--- src/rtl/instruction_sequencer.sv ---
// ---------------------------------------------------------------------------
// instruction_sequencer
//
// Program-flow controller for the MiniAlu core. It addresses the combinational
// instruction ROM, registers the fetched word toward the execute datapath and
// resolves the control opcodes locally:
//   NOP - delay for N cycles (N = word[23:0])
//   JMP - unconditional jump to zero-extended word[23:16], never issued
//   BLE - issued to the datapath, then waits one cycle for its compare result
//
// Ports
//   Clock         in   system clock, rising edge
//   Reset         in   asynchronous active-high reset
//   oAddress      out  ROM address (current program counter)
//   iInstruction  in   ROM word for oAddress, valid in the same cycle
//   oInstruction  out  registered instruction issued to the datapath
//   oValid        out  oInstruction is new this cycle (execute exactly once)
//   iBranchTaken  in   compare result for the issued BLE (1 = src1 <= src0)
//   iStall        in   datapath busy; freezes the sequencer
//   oBusy         out  high while in DELAY or BRANCH
// ---------------------------------------------------------------------------
module instruction_sequencer #(
    parameter int ADDR_WIDTH  = 16,
    parameter int DELAY_WIDTH = 24
) (
    input  logic                  Clock,
    input  logic                  Reset,
    output logic [ADDR_WIDTH-1:0] oAddress,
    input  logic [27:0]           iInstruction,
    output logic [27:0]           oInstruction,
    output logic                  oValid,
    input  logic                  iBranchTaken,
    input  logic                  iStall,
    output logic                  oBusy
);

    // Control opcode encodings shared with the rest of the MiniAlu core.
    localparam logic [3:0] OP_NOP = 4'd0;
    localparam logic [3:0] OP_BLE = 4'd2;
    localparam logic [3:0] OP_JMP = 4'd5;

    typedef enum logic [1:0] {
        S_FETCH  = 2'd0,
        S_DELAY  = 2'd1,
        S_BRANCH = 2'd2
    } state_t;

    state_t                 r_state;
    logic [ADDR_WIDTH-1:0]  r_pc;
    logic [27:0]            r_instr;
    logic                   r_valid;
    logic                   r_busy;
    logic [DELAY_WIDTH-1:0] r_count;

    logic [3:0]             w_opcode;
    logic [DELAY_WIDTH-1:0] w_delay;
    logic [ADDR_WIDTH-1:0]  w_pc_inc;
    logic [ADDR_WIDTH-1:0]  w_jump_target;
    logic [ADDR_WIDTH-1:0]  w_branch_target;

    assign w_opcode        = iInstruction[27:24];
    assign w_delay         = DELAY_WIDTH'(iInstruction[23:0]);
    // Natural wrap of the adder gives the modulo-2^ADDR_WIDTH PC behaviour.
    assign w_pc_inc        = r_pc + ADDR_WIDTH'(1);
    assign w_jump_target   = ADDR_WIDTH'(iInstruction[23:16]);
    // While in BRANCH the issued BLE is still held in r_instr, so its target
    // is taken from there rather than from the ROM port.
    assign w_branch_target = ADDR_WIDTH'(r_instr[23:16]);

    always_ff @(posedge Clock or posedge Reset) begin
        if (Reset) begin
            r_state <= S_FETCH;
            r_pc    <= '0;
            r_instr <= '0;
            r_valid <= 1'b0;
            r_busy  <= 1'b0;
            r_count <= '0;
        end else if (iStall) begin
            // Freeze everything; only the issue strobe drops so the held
            // instruction is never executed a second time.
            r_valid <= 1'b0;
        end else begin
            case (r_state)
                S_FETCH: begin
                    case (w_opcode)
                        OP_JMP: begin
                            // Resolved here; the datapath never sees it.
                            r_valid <= 1'b0;
                            r_pc    <= w_jump_target;
                        end
                        OP_BLE: begin
                            // PC holds until the compare result comes back.
                            r_instr <= iInstruction;
                            r_valid <= 1'b1;
                            r_busy  <= 1'b1;
                            r_state <= S_BRANCH;
                        end
                        OP_NOP: begin
                            r_instr <= iInstruction;
                            r_valid <= 1'b1;
                            r_pc    <= w_pc_inc;
                            if (w_delay != '0) begin
                                r_count <= w_delay;
                                r_busy  <= 1'b1;
                                r_state <= S_DELAY;
                            end
                        end
                        default: begin
                            r_instr <= iInstruction;
                            r_valid <= 1'b1;
                            r_pc    <= w_pc_inc;
                        end
                    endcase
                end

                S_DELAY: begin
                    r_valid <= 1'b0;
                    r_count <= r_count - DELAY_WIDTH'(1);
                    if (r_count == DELAY_WIDTH'(1)) begin
                        r_busy  <= 1'b0;
                        r_state <= S_FETCH;
                    end
                end

                S_BRANCH: begin
                    r_valid <= 1'b0;
                    r_busy  <= 1'b0;
                    r_pc    <= iBranchTaken ? w_branch_target : w_pc_inc;
                    r_state <= S_FETCH;
                end

                default: begin
                    r_valid <= 1'b0;
                    r_busy  <= 1'b0;
                    r_state <= S_FETCH;
                end
            endcase
        end
    end

    assign oAddress     = r_pc;
    assign oInstruction = r_instr;
    assign oValid       = r_valid;
    assign oBusy        = r_busy;

endmodule

--- config.mk ---
export PLATFORM = sky130hd
export DESIGN_NAME = instruction_sequencer
export DESIGN_NICKNAME = d
export VERILOG_FILES = /design/src/rtl/instruction_sequencer.sv
export SDC_FILE = /design/constraint.sdc
export NUM_CORES = 1
export LEC_CHECK = 0
export ABC_AREA = 1
export CELL_PAD_IN_SITES_DETAIL_PLACEMENT = 1
export CELL_PAD_IN_SITES_GLOBAL_PLACEMENT = 1
export CORE_UTILIZATION = 35
export CTS_BUF_LIST = sky130_fd_sc_hd__clkbuf_16
export CTS_CLUSTER_SIZE = 40
export DETAILED_ROUTE_END_ITERATION = 7
export PLACE_DENSITY = 0.76
export SYNTH_ARGS = -nofsm -noshare
export SYNTH_HDL_FRONTEND = slang
export SYNTH_SLANG_ARGS = --single-unit
--- constraint.sdc ---
create_clock -name Clock -period 2.3 [get_ports Clock]
set_clock_uncertainty 0.2 [all_clocks]
set_input_delay 0.46 -clock Clock [delete_from_list [all_inputs] [get_ports Clock]]
set_output_delay 0.46 -clock Clock [all_outputs]
set_load 0.02 [all_outputs]
==> reports/qor_table.md <==
| Item | Reported | Unit |
|---|---|---|
| Run status | complete, no violations | - |
| Area share of and/or/nand/nor cells after synthesis | 39.95 | % |
| Final antenna-violating net count | 0 | - |
| WL per Instance | 16.02 | µm |
| Leakage power | 2.794 | nW |
| DRC viols | 0 | - |
| Combinational family with the most area after synthesis | simple AND/OR/NAND/NOR gates | - |
| Final Slew Violations | 0 | - |
| Number of unique standard cell types used by synthesis | 37 | - |
| Proportion of layout cells with a drive suffix above 1 | 14.89 | % |
| GRT Resource Usage Total | 23.36 | % |
| Num Clock Sinks | 72 | - |
| Net Sw Frac | 43.04 | % |
| Classification of the worst-slack hold path | flop to flop | - |
| Cell-by-cell listing of the critical path | clkdlybuf4s50_1 -> nor3_1 -> nand2_1 -> nor2_4 -> nand2_4 -> nand2_8 -> buf_4 -> nand2_2 -> nand2_1 | - |
| Power per cell area | 1181 | nW/µm² |
| Fraction of the yosys area taken by sequential cells | 40.43 | % |
| Die Ht | 114.8 | µm |
| Element type at the critical path end | flop | - |
| Global-route wire length before repair | 23,690 | µm |
| Residual overflow from global routing | 0 | - |
| Most area-hungry cell type in the Yosys netlist | dfrtp_1 | - |
| Internal | 3.973 | mW |
| Vias | 4,453 | - |
| Worst Path Required | 2.37 | ns |
| Sequential group share of total power | 34.4 | % |
| Multiplexer share of the synthesized area | 0 | % |
| Xor and xnor area share after synthesis | 1.572 | % |
| Clock tree from TritonCTS | yes | - |
| Die Outline Area | 13,190 | µm² |
| Final hold violation count | 0 | - |
| I/O pin count | 78 | - |
| Avg Cell Area, Syn | 7.188 | µm² |
| Most used standard cell by instance count after synthesis | nand2_1 | - |
| Tmin final | 2.160 | ns |
| F_max | 463.0 | MHz |
| Average vias per placed instance | 4.948 | - |
| Yosys synthesis warning count | 0 | - |
| Net count after synthesis | 655 | - |
| Number of buffer cells added on primary ports | 77 | - |
| Crit Path Class | input pin to flop | - |
| Layout Cells excl Fill | 900 | - |
| RD Place Congestion | 0.8757 | - |
| Transition time at the pin with the least slew margin | 0.4141 | ns |
| Psw | 3.002 | mW |
| Cell types with the largest area share after synthesis | dfrtp_1 40%, nand2_1 15%, nor2_1 6.9% | - |
| Number of hold-repair buffers added at the cts stage | 0 | - |
| Share of flip-flops with an asynchronous set or reset | 100.0 | % |
| Vias in the first global route | 4,659 | - |
| Complex-gate fraction of the synthesized area | 8.254 | % |
| Final Cycle Share | 93.90 | % |
| Maximum count of clock buffers along a single path | 2 | - |
| Post-Place Cells | 884 | - |
| Die Width | 114.8 | µm |
| Data arrival time at the worst-slack endpoint | 2.23 | ns |
| Max-cap check violation count | 0 | - |
| Worst-case register-to-register setup slack | 0.36 | ns |
| Startpoint Class | input pin | - |
| Most instantiated flip-flop cell in the synthesis netlist | dfrtp_1 | - |
| Fraction of synthesized cell area taken by the top area cell type | 40.43 | % |
| Synthesized instance count | 620 | - |
| Pin count of the biggest net entering global routing | 73 | - |
| Synth-to-layout area growth | 32.51 | % |
| Setup total negative slack | 0 | ns |
| Worst-case setup margin in the final layout | 0.1403 | ns |
| Post-CTS Setup Bufs | 0 | - |
| Post-Synth Adder-Cell Area | 0.8422 | % |
| Post-cts repair resize count | 0 | - |
| Final nets | 762 | - |
| Post-CTS clock slew at the launch and capture registers of the worst setup and hold paths | 0.06 | ns |
| Clock network power share | 19.7 | % |
| Initial standard-cell utilization of the core | 36.50 | % |
| Routed Wire Length | 14,420 | µm |
| Diode count | 0 | - |
| Placed inst area | 5618 | µm² |
| VDD IR-drop max | 0.0003519 | V |
| Number of detailed-routing iterations run before antenna repair | 4 | - |
| Total clock buffers created by CTS | 9 | - |
| Worst-path maximum fanout | 21 | - |
| Worst slew margin relative to its limit | 72.18 | % |
| Core box area | 12,210 | µm² |
| Cell type of the slowest stage on the worst timing path | clkdlybuf4s50_1 | - |
| Most frequent cells after synthesis | 175 x nand2_1, 82 x nor2_1, 72 x dfrtp_1 | - |
| Antenna violations before repair | 0 | - |
| Number of setup violations in the final report | 0 | - |
| Summed area of non-filler cells in the final layout | 5906 | µm² |
| Number of storage elements in the synthesis netlist | 72 | - |
| Worst setup timing slack at the placement stage | -0.1180 | ns |
| Unrepaired setup endpoints after global routing | false | - |
| Mapped cell area | 4457 | µm² |
| Highest cell delay on the worst timing path | 0.48 | ns |
| Detailed placer's ending HPWL | 11,110 | µm |
| Worst Hold Slack | 0.2758 | ns |
| H-Tree Level Count | 3 | - |
| Number of synthesized flops with an enable pin | 0 | - |
| Root cell of the clock tree | clkbuf_16 | - |
| Most numerous cell on the critical path | nand2_1 | - |
| Cell Rows | 40 | - |
| Combinational group share of total power | 45.9 | % |
| DRC violation total after the first TritonRoute iteration | 197 | - |
| Clock latency at the later pin of the worst-skew pair | 0.33 | ns |
-- cells in the final DEF, fill, tap and decap left out, types with 2 or more instances in the layout --
cell type,netlist,routed
o21ai_2,2,2
nor2_1,82,82
nand3b_1,5,5
ha_1,3,3
nand3_2,3,3
nand2_2,21,21
buf_4,4,29
or2_0,2,2
clkinv_2,0,2
clkinvlp_4,0,3
o21ai_1,19,19
dfrtp_1,72,72
nor2_2,8,8
o21ai_0,28,28
a21oi_1,14,14
clkbuf_16,0,9
xnor2_1,5,5
inv_2,11,11
clkdlybuf4s50_1,0,77
nand2_1,175,175
buf_12,2,4
nand2_4,5,5
xor2_1,3,3
nor2_4,6,6
nand4_1,15,15
clkinv_1,0,2
inv_1,63,62
nand3_1,49,49
nor3_1,5,5
-- power groups by stage --
stage / sequential [mW] / combinational (mW) / clock [mW]
3_5_place_dp: 2.41 / 3.21 / 0
5_1_grt: 2.48 / 3.54 / 1.47
6_report: 2.40 / 3.20 / 1.38
4_1_cts: 2.40 / 3.24 / 1.40
3_3_place_gp: 2.38 / 3.08 / 0
2_1_floorplan: 2.65 / 1.60 / 0
-- worst paths after layout --
kind / startpoint / end / depth (start not counted)
min in group asynchronous: Reset / oInstruction[27] / 3
worst min-delay path: oInstruction[27] / oInstruction[27] / 2
worst max register to register: oAddress[0] / oAddress[14] / 9
worst max-delay path: iInstruction[4] / r_count[19] / 9
worst min register to register: oInstruction[27] / oInstruction[27] / 2
max in group asynchronous: Reset / oInstruction[9] / 3
-- metrics by stage --
stage          total power [mW]  utilization, %
4_1_cts                   7.036           48.36
3_3_place_gp              5.466           46.00
3_5_place_dp              5.621           46.00
6_report                  6.974           48.36
2_1_floorplan             4.252               -
5_1_grt                   7.492           48.36
-- layout make-up --
| class | count | area, µm² |
|---|---|---|
| flip-flops and latches | 72 | 1802 |
| inverters | 74 | 281.5 |
| well taps | 168 | 210.2 |
| clock buffers | 9 | 225.2 |
| fillers | 1608 | 6306 |
| repair buffers | 110 | 1069 |
| multi-input cells | 460 | 2256 |
| clock inverters | 7 | 62.56 |
-- critical path: cells and delay by family --
family        cells  cell delay, ns
buf+inv           2            0.63
simple gates      7            1.13
-- flip-flops by register name, summed over array words and instances, names as in the netlist --
signal / cells
oAddress: 16
r_state: 2
r_count: 24
oBusy: 1
oInstruction: 28
oValid: 1
-- metal layers --
layer  GRT usage [%]  part of all wire, %  vias up
met5               0                    0        -
met4           9.004                  2.5        0
met3           3.901                  3.7       32
met2           40.88                   50       84
met1           28.73                   43     2157
li1                -                    -     2180
-- cells by family after synthesis --
group,after synthesis
compound gates,68
xor+xnor,8
fa+ha+maj,3
buf+inv,88
flops,72
simple gates,381
No activity file was read; power rests on OpenSTA's default activity.
